`src/rtl/cmos_dvp_pattern_tx.sv`:
```
// Synthetic DVP camera source: CMOS-style vsync/href framing with selectable
// 8-bit test patterns, used in place of a real sensor on the capture path.
module cmos_dvp_pattern_tx #(
  parameter int unsigned H_ACTIVE  = 640,
  parameter int unsigned H_BLANK   = 160,
  parameter int unsigned V_ACTIVE  = 480,
  parameter int unsigned VSYNC_LOW = 4,
  parameter int unsigned V_FRONT   = 2,
  parameter int unsigned V_BACK    = 2
) (
  input  logic        i_clk_cmos,
  input  logic        i_rst_n,
  input  logic        i_enable,
  input  logic [1:0]  i_pattern_sel,
  output logic        o_cmos_vsync,
  output logic        o_cmos_href,
  output logic [7:0]  o_cmos_data,
  output logic        o_frame_done,
  output logic [15:0] o_frame_cnt,
  output logic        o_busy
);

  localparam int unsigned CW  = 12;
  localparam int unsigned DW  = 8;
  localparam int unsigned FCW = 16;
  localparam int unsigned PW  = 2;

  localparam logic [CW-1:0] X_LAST   = CW'(H_ACTIVE + H_BLANK - 1);
  localparam logic [CW-1:0] X_ACT    = CW'(H_ACTIVE);
  localparam logic [CW-1:0] VS_LAST  = CW'(VSYNC_LOW - 1);
  localparam logic [CW-1:0] VF_LAST  = CW'(V_FRONT - 1);
  localparam logic [CW-1:0] VA_LAST  = CW'(V_ACTIVE - 1);
  localparam logic [CW-1:0] VB_LAST  = CW'(V_BACK - 1);

  typedef enum logic [2:0] {
    ST_IDLE,
    ST_VS_LOW,
    ST_V_FRONT,
    ST_ACTIVE,
    ST_V_BACK
  } state_t;

  state_t          state_q, state_n;
  logic [CW-1:0]   x_q, x_n;
  logic [CW-1:0]   ln_q, ln_n;
  logic [CW-1:0]   ln_last;
  logic [PW-1:0]   pat_q;
  logic [DW-1:0]   base_q;
  logic            frame_start;
  logic            vsync_n;
  logic            href_n;
  logic [DW-1:0]   data_n;
  logic            done_n;

  // Next-state and next-output decode; outputs are computed for the clock
  // about to be launched so every output registers on the same edge as state.
  always_comb begin
    state_n     = state_q;
    x_n         = x_q;
    ln_n        = ln_q;
    ln_last     = '0;
    frame_start = 1'b0;
    vsync_n     = 1'b0;
    href_n      = 1'b0;
    data_n      = '0;
    done_n      = 1'b0;

    case (state_q)
      ST_VS_LOW:  ln_last = VS_LAST;
      ST_V_FRONT: ln_last = VF_LAST;
      ST_ACTIVE:  ln_last = VA_LAST;
      ST_V_BACK:  ln_last = VB_LAST;
      default:    ln_last = '0;
    endcase

    if (state_q == ST_IDLE) begin
      x_n  = '0;
      ln_n = '0;
      if (i_enable) state_n = ST_VS_LOW;
    end else if (x_q == X_LAST) begin
      x_n = '0;
      if (ln_q == ln_last) begin
        ln_n = '0;
        case (state_q)
          ST_VS_LOW:  state_n = ST_V_FRONT;
          ST_V_FRONT: state_n = ST_ACTIVE;
          ST_ACTIVE:  state_n = ST_V_BACK;
          ST_V_BACK:  state_n = i_enable ? ST_VS_LOW : ST_IDLE;
          default:    state_n = ST_IDLE;
        endcase
      end else begin
        ln_n = ln_q + CW'(1);
      end
    end else begin
      x_n = x_q + CW'(1);
    end

    frame_start = (state_n == ST_VS_LOW) &&
                  ((state_q == ST_IDLE) || (state_q == ST_V_BACK));
    vsync_n     = (state_n == ST_V_FRONT) || (state_n == ST_ACTIVE) ||
                  (state_n == ST_V_BACK);
    href_n      = (state_n == ST_ACTIVE) && (x_n < X_ACT);
    done_n      = (state_n == ST_V_BACK) && (x_n == X_LAST) && (ln_n == VB_LAST);

    // Line counter doubles as y while in ACTIVE.
    if (href_n) begin
      case (pat_q)
        2'd0:    data_n = x_n[DW-1:0];
        2'd1:    data_n = ln_n[DW-1:0];
        2'd2:    data_n = {DW{x_n[3] ^ ln_n[3]}};
        default: data_n = x_n[DW-1:0] + ln_n[DW-1:0] + base_q;
      endcase
    end
  end

  always_ff @(posedge i_clk_cmos) begin
    if (!i_rst_n) begin
      state_q      <= ST_IDLE;
      x_q          <= '0;
      ln_q         <= '0;
      pat_q        <= '0;
      base_q       <= '0;
      o_cmos_vsync <= 1'b0;
      o_cmos_href  <= 1'b0;
      o_cmos_data  <= '0;
      o_frame_done <= 1'b0;
      o_frame_cnt  <= '0;
      o_busy       <= 1'b0;
    end else begin
      state_q      <= state_n;
      x_q          <= x_n;
      ln_q         <= ln_n;
      // Count has already advanced on the previous frame's last clock.
      if (frame_start) begin
        pat_q  <= i_pattern_sel;
        base_q <= o_frame_cnt[DW-1:0];
      end
      o_cmos_vsync <= vsync_n;
      o_cmos_href  <= href_n;
      o_cmos_data  <= data_n;
      o_frame_done <= done_n;
      if (done_n) o_frame_cnt <= o_frame_cnt + FCW'(1);
      o_busy       <= (state_n != ST_IDLE);
    end
  end

endmodule

```
`config.mk`:
```
export PLATFORM = sky130hd
export DESIGN_NAME = cmos_dvp_pattern_tx
export DESIGN_NICKNAME = d
export VERILOG_FILES = /design/src/rtl/cmos_dvp_pattern_tx.sv
export SDC_FILE = /design/constraint.sdc
export NUM_CORES = 1
export LEC_CHECK = 0
export ABC_AREA = 1
export CAP_MARGIN = 15
export CORE_ASPECT_RATIO = 0.6
export CORE_UTILIZATION = 53
export DETAILED_ROUTE_END_ITERATION = 7
export GPL_TIMING_DRIVEN = 0
export PLACE_DENSITY = 0.76
export SLEW_MARGIN = 20
export SYNTH_ARGS = -nofsm -noshare
export SYNTH_HDL_FRONTEND = slang
export SYNTH_SLANG_ARGS = --single-unit
```
`constraint.sdc`:
```
create_clock -name i_clk_cmos -period 3.6 [get_ports i_clk_cmos]
set_clock_uncertainty 0.15 [all_clocks]
set_input_delay 0.36 -clock i_clk_cmos [delete_from_list [all_inputs] [get_ports i_clk_cmos]]
set_output_delay 0.36 -clock i_clk_cmos [all_outputs]
set_load 0.01 [all_outputs]
```
=== Word-level counts from Yosys, hierarchy flattened ===
Index checks and enable logic that the tools add are counted.

* $add $sub $neg: 5
* Order comparisons: 1
* Eq/ne operators: 14
* Multiplexer cells: 13
* Bitwise operators: 1
* Reductions and logical operators: 12

{| class="wikitable"
|+ Operator list
! cell !! count
|-
| $mux W12 || 5
|-
| $pmux W9 S3 || 1
|-
| $add A12 B1 Y12 const B || 2
|-
| $eq A12 B10 Y1 const B || 2
|-
| $pmux W8 S3 || 1
|-
| $add A16 B1 Y16 const B || 1
|-
| $add A8 B8 Y8 || 2
|-
| $eq A12 B1 Y1 const B || 1
|-
| $eq A12 B12 Y1 || 1
|-
| $eq A3 B2 Y1 const B || 4
|-
| $lt A12 B10 Y1 const B || 1
|-
| $mux W3 || 4
|-
| $pmux W3 S4 || 1
|-
| $eq A3 B1 Y1 const B || 2
|-
| $eq A3 B3 Y1 const B || 2
|-
| $logic_and A1 B1 Y1 || 4
|-
| $logic_not A3 Y1 || 1
|-
| $logic_or A1 B1 Y1 || 3
|-
| $reduce_bool A3 Y1 || 1
|-
| $eq A2 B1 Y1 const B || 1
|-
| $eq A2 B2 Y1 const B || 1
|-
| $logic_not A2 Y1 || 1
|-
| $reduce_and A2 Y1 || 1
|-
| $reduce_or A2 Y1 || 1
|-
| other kinds (2) || 2
|}

* Bits in registers: 65
* Word-level logic and storage cells: 57

=== Depth between registers and ports, before layout ===
* Depth in word-level cells: 10
* Mapped depth: 22
* Depth with buffers taken out: 22

=== Worst setup path before layout ===
Ideal clock, no wire load.

* Kind: flip-flop to flip-flop
* From: register x_q[0]
* To: register o_cmos_data[7]
* Arrival time: 3347 ps
* Data required time: 3380 ps
* Setup slack: 34 ps
* Cell stages (with the launch flop): 22
* Clock period less this slack: 3566 ps
* Path through: dfxtp_1 -> ha_1 -> nand2_2 -> nor2_4 -> nand2_2 -> nor2_8 -> nor2_4 -> nand2_1 -> a21boi_4 -> inv_1 -> fa_1 -> ha_1 -> fa_1 -> nand3_1 -> nand2_1 -> nand2_1 -> nand2_1 -> a21oi_1 -> xor2_1 -> xor2_1 -> nand2_1 -> a21oi_1

* Longest elaborated chain between the ends: 6

{| class="wikitable"
|+ Ends and longest elaborated chain
! what !! RTL line !! RTL
|-
| from (decl) || 44 || <nowiki>logic [CW-1:0] x_q, x_n;</nowiki>
|-
| from (signal assigned) || 131 || <nowiki>x_q <= x_n;</nowiki>
|-
| $eq A12 B10 Y1 || 80 || <nowiki>end else if (x_q == X_LAST) begin</nowiki>
|-
| $mux W12 || 80 ||
|-
| $mux W12 || 76 || <nowiki>if (state_q == ST_IDLE) begin</nowiki>
|-
| net ln_n[1] || 45 || <nowiki>logic [CW-1:0] ln_q, ln_n;</nowiki>
|-
| $add A8 B8 Y8 (2 in series) || 111 || <nowiki>default: data_n = x_n[DW-1:0] + ln_n[DW-1:0] + base_q;</nowiki>
|-
| $pmux W8 S3 || 107 || <nowiki>case (pat_q)</nowiki>
|-
| to (signal assigned) || 140 || <nowiki>o_cmos_data <= data_n;</nowiki>
|-
| to (decl) || 17 || <nowiki>output logic [7:0] o_cmos_data,</nowiki>
|}

The timed path passes the listed nets, and every way through them passes these cells.
A chain may end at the register's enable or synchronous reset.

=== Final worst setup path ===
Same ends and word-level chain as after synthesis.

==> out/metrics.yaml <==
wire_per_inst_um: 15.73
grt_max_degree: 12
antenna_found_initial: 0
mostFrequentLayoutCells: "nand2_1, inv_1, nor2_1"
max-vdd-ir-drop_mv: 0.2512
ant_nets: 0
ys_types: 41
cp-end-kind: "flip-flop"
timing.rr.end: "o_cmos_data[7]$_SDFF_PN0_"
drive_gt1_share_pct: 15.66
setup_tns_ps: -111.7
clk_pin_slew_ps: 50
die_area_um2: 8473
syn_avg_cell_area_um2: 6.623
min_period_ps: 3675
synth_area_um2: 4292
gp_congestion: 0.9763
cts_root_buffer: "clkbuf_16"
r2r_start: "x_q[0]$_SDFF_PN0_"
drtIter0Drc: 427
hold_viol: 0
start_util_pct: 56.94
slew_headroom_pct: 48.98
routed_wl_mm: 12.88
fillerInstances: 603
synth.top_cell.area_share_pct: 30.32
place_hpwl_mm: 9.201
antenna_cells: 0
p_leak_nw: 2.388
status: "finished, violations left"
regArea_um2: 1310
design_area_um2: 5356
portBuffers: 32
synthesis.nets: 671
whs_endpoint: "base_q[6]$_SDFFE_PN0P_"
critPathLaunchType: "flip-flop"
syn-instance-count: 648
clock_sinks: 65
core_region_area_um2: 7537
io_pins: 33
grt_overflow: 0
max_freq_mhz: 272.1
r2r_slack_ps: -80
ys.flop_type: "dfxtp_1"
fin_nets: 733
rows: 24
chipHeight_um: 71.70
drv_cap: 0
worst_r2r_path_depth: 21
hold_path_class: "flip-flop to flip-flop"
power_density_nw_per_um2: 337.2
cts_buffers: 9
multi_input_area_um2: 2709
dr.pass1.iters: 5
setup_slack_ps: -75.38
post-route-period-util_pct: 102.1
slew_viol_final: 0
ys_seq_elements: 65
cts_tree: "yes"
ys_seq_area_share_pct: 30.32
grt_pass1_vias: 4069
violations: "setup timing"
worstHoldStart: "base_q[6]$_SDFFE_PN0P_"
synthArstFlopShare_pct: 0
tightest_slew_ps: 765.4
vias: 4525
pre_cts_slack_ps: -478.9
grt_pass1_wl_mm: 20.68
final_common_cell: "nand2_1"
clk_path_buf_depth: 2
cts_max_level: 3
synthTopCellsByArea: "dfxtp_1, nand2_1, inv_1"
min_path_cells: 2
synthToLayoutAreaGrowth_pct: 24.81
crit_type: "flip-flop to flip-flop"
placed_area_um2: 4742
drc_errors: 0
yosysTopAreaCell: "dfxtp_1"
grt_setup_unrepaired: "yes"
setup_viol: 2
arrival_ps: 3800
hold_ws_ps: 310.6
viasPerCell: 5.525
cp_max_fo: 5
die_w_um: 118.2
track_usage_pct: 31.60
worstSkewPairLatency_ps: 340
crit_required_ps: 3720
yosysWarningCount: 0
power_mw: 1.806
synth_edf_count: 0
==> cells in the mapped netlist (all sizes together) (5+ instances only) <==
library cell,number
a21oi,45
buf,6
clkbuf,7
dfxtp,65
fa,8
ha,10
inv,96
nand2,168
nand3,62
nand4,17
nor2,88
nor3,12
o21ai,25
xnor2,5
xor2,17
==> cells by family (layout without fill, tap and decap cells) <==
group | count (synthesis) | after routing | synth area share (%)
AO/OA/AOI/OAI | 77 | 77 | 9.796
adder cells (fa/ha/maj) | 18 | 18 | 6.647
buffers and inverters | 109 | 176 | 10.12
AND/OR/NAND/NOR | 357 | 357 | 38.63
XOR/XNOR | 22 | 22 | 4.490
flip-flops | 65 | 65 | 30.32
==> worst max-delay path by stage <==
stage	startpoint	endpoint	slack, ps
floorplan	x_q[0]$_SDFF_PN0_	o_cmos_data[7]$_SDFF_PN0_	30
global placement	x_q[0]$_SDFF_PN0_	o_cmos_data[7]$_SDFF_PN0_	-420
detailed placement	x_q[0]$_SDFF_PN0_	o_cmos_data[7]$_SDFF_PN0_	-480
CTS	x_q[0]$_SDFF_PN0_	o_cmos_data[7]$_SDFF_PN0_	-70
global route	x_q[0]$_SDFF_PN0_	o_cmos_data[6]$_SDFF_PN0_	-180
finish	x_q[0]$_SDFF_PN0_	o_cmos_data[7]$_SDFF_PN0_	-80
==> through the flow <==
stage,util (%),std cells
detailed placement,62.92,784
floorplan,-,648
CTS,69.56,812
finish,71.07,819
global route,71.07,819
global placement,62.92,784
==> area by class of cell <==
type | count | share of cell area [%]
Multi-Input combinational cell | 474 | 50.57
Clock buffer | 12 | 4.789
Inverter | 96 | 6.774
Buffer | 13 | 1.378
Tap cell | 104 | 2.429
Clock inverter | 4 | 0.9577
Timing Repair Buffer | 51 | 8.643
Sequential cell | 65 | 24.46
==> sequential cells by signal, summed over array words and instances, names as in the netlist, 2 cells and up <==
| signal | count |
|---|---|
| o_cmos_data | 8 |
| ln_q | 12 |
| state_q | 3 |
| pat_q | 2 |
| x_q | 12 |
| o_frame_cnt | 16 |
| base_q | 8 |
==> critical path, cell delays in order (launching register included) <==
cell and delay, ps:
dfxtp_4 370, ha_4 160, nand2_4 60, nor2_4 190, nand2_4 90, nor2_8 150
nor2_4 80, nand2_1 60, a21boi_4 220, inv_2 60, fa_1 460, ha_2 220
fa_2 350, nand3_2 80, nand2_2 70, nand2_2 90, nand2_2 50, a21oi_2 130
xor2_1 190, xor2_1 170, nand2_1 80, a21oi_2 130
==> report_power, final <==
part	switching (mW)	leakage, nW	internal (mW)
Combinational	0.112	1.71	0.0545
Sequential	0.0112	0.529	0.735
Clock	0.321	0.149	0.573
Total	0.443	2.39	1.36
==> per-layer routing <==
layer  track usage (%)  vias to the layer above  wire length, um
li1                  -                     2192                -
met1             46.44                     2066             5987
met2             43.92                      241             5206
met3             9.315                       26             1432
met4             9.829                        0              254
met5                 0                        -                0
==> repair_timing <==
| action | 4_1_cts | 5_1_grt |
|---|---|---|
| pin swaps | 19 | 15 |
| buffers inserted | 12 | 7 |
| setup endpoints to repair | 3 | 2 |
| hold buffers | 0 | 0 |
| resized for setup | 29 | 15 |
(Power assumes the default switching activity.)
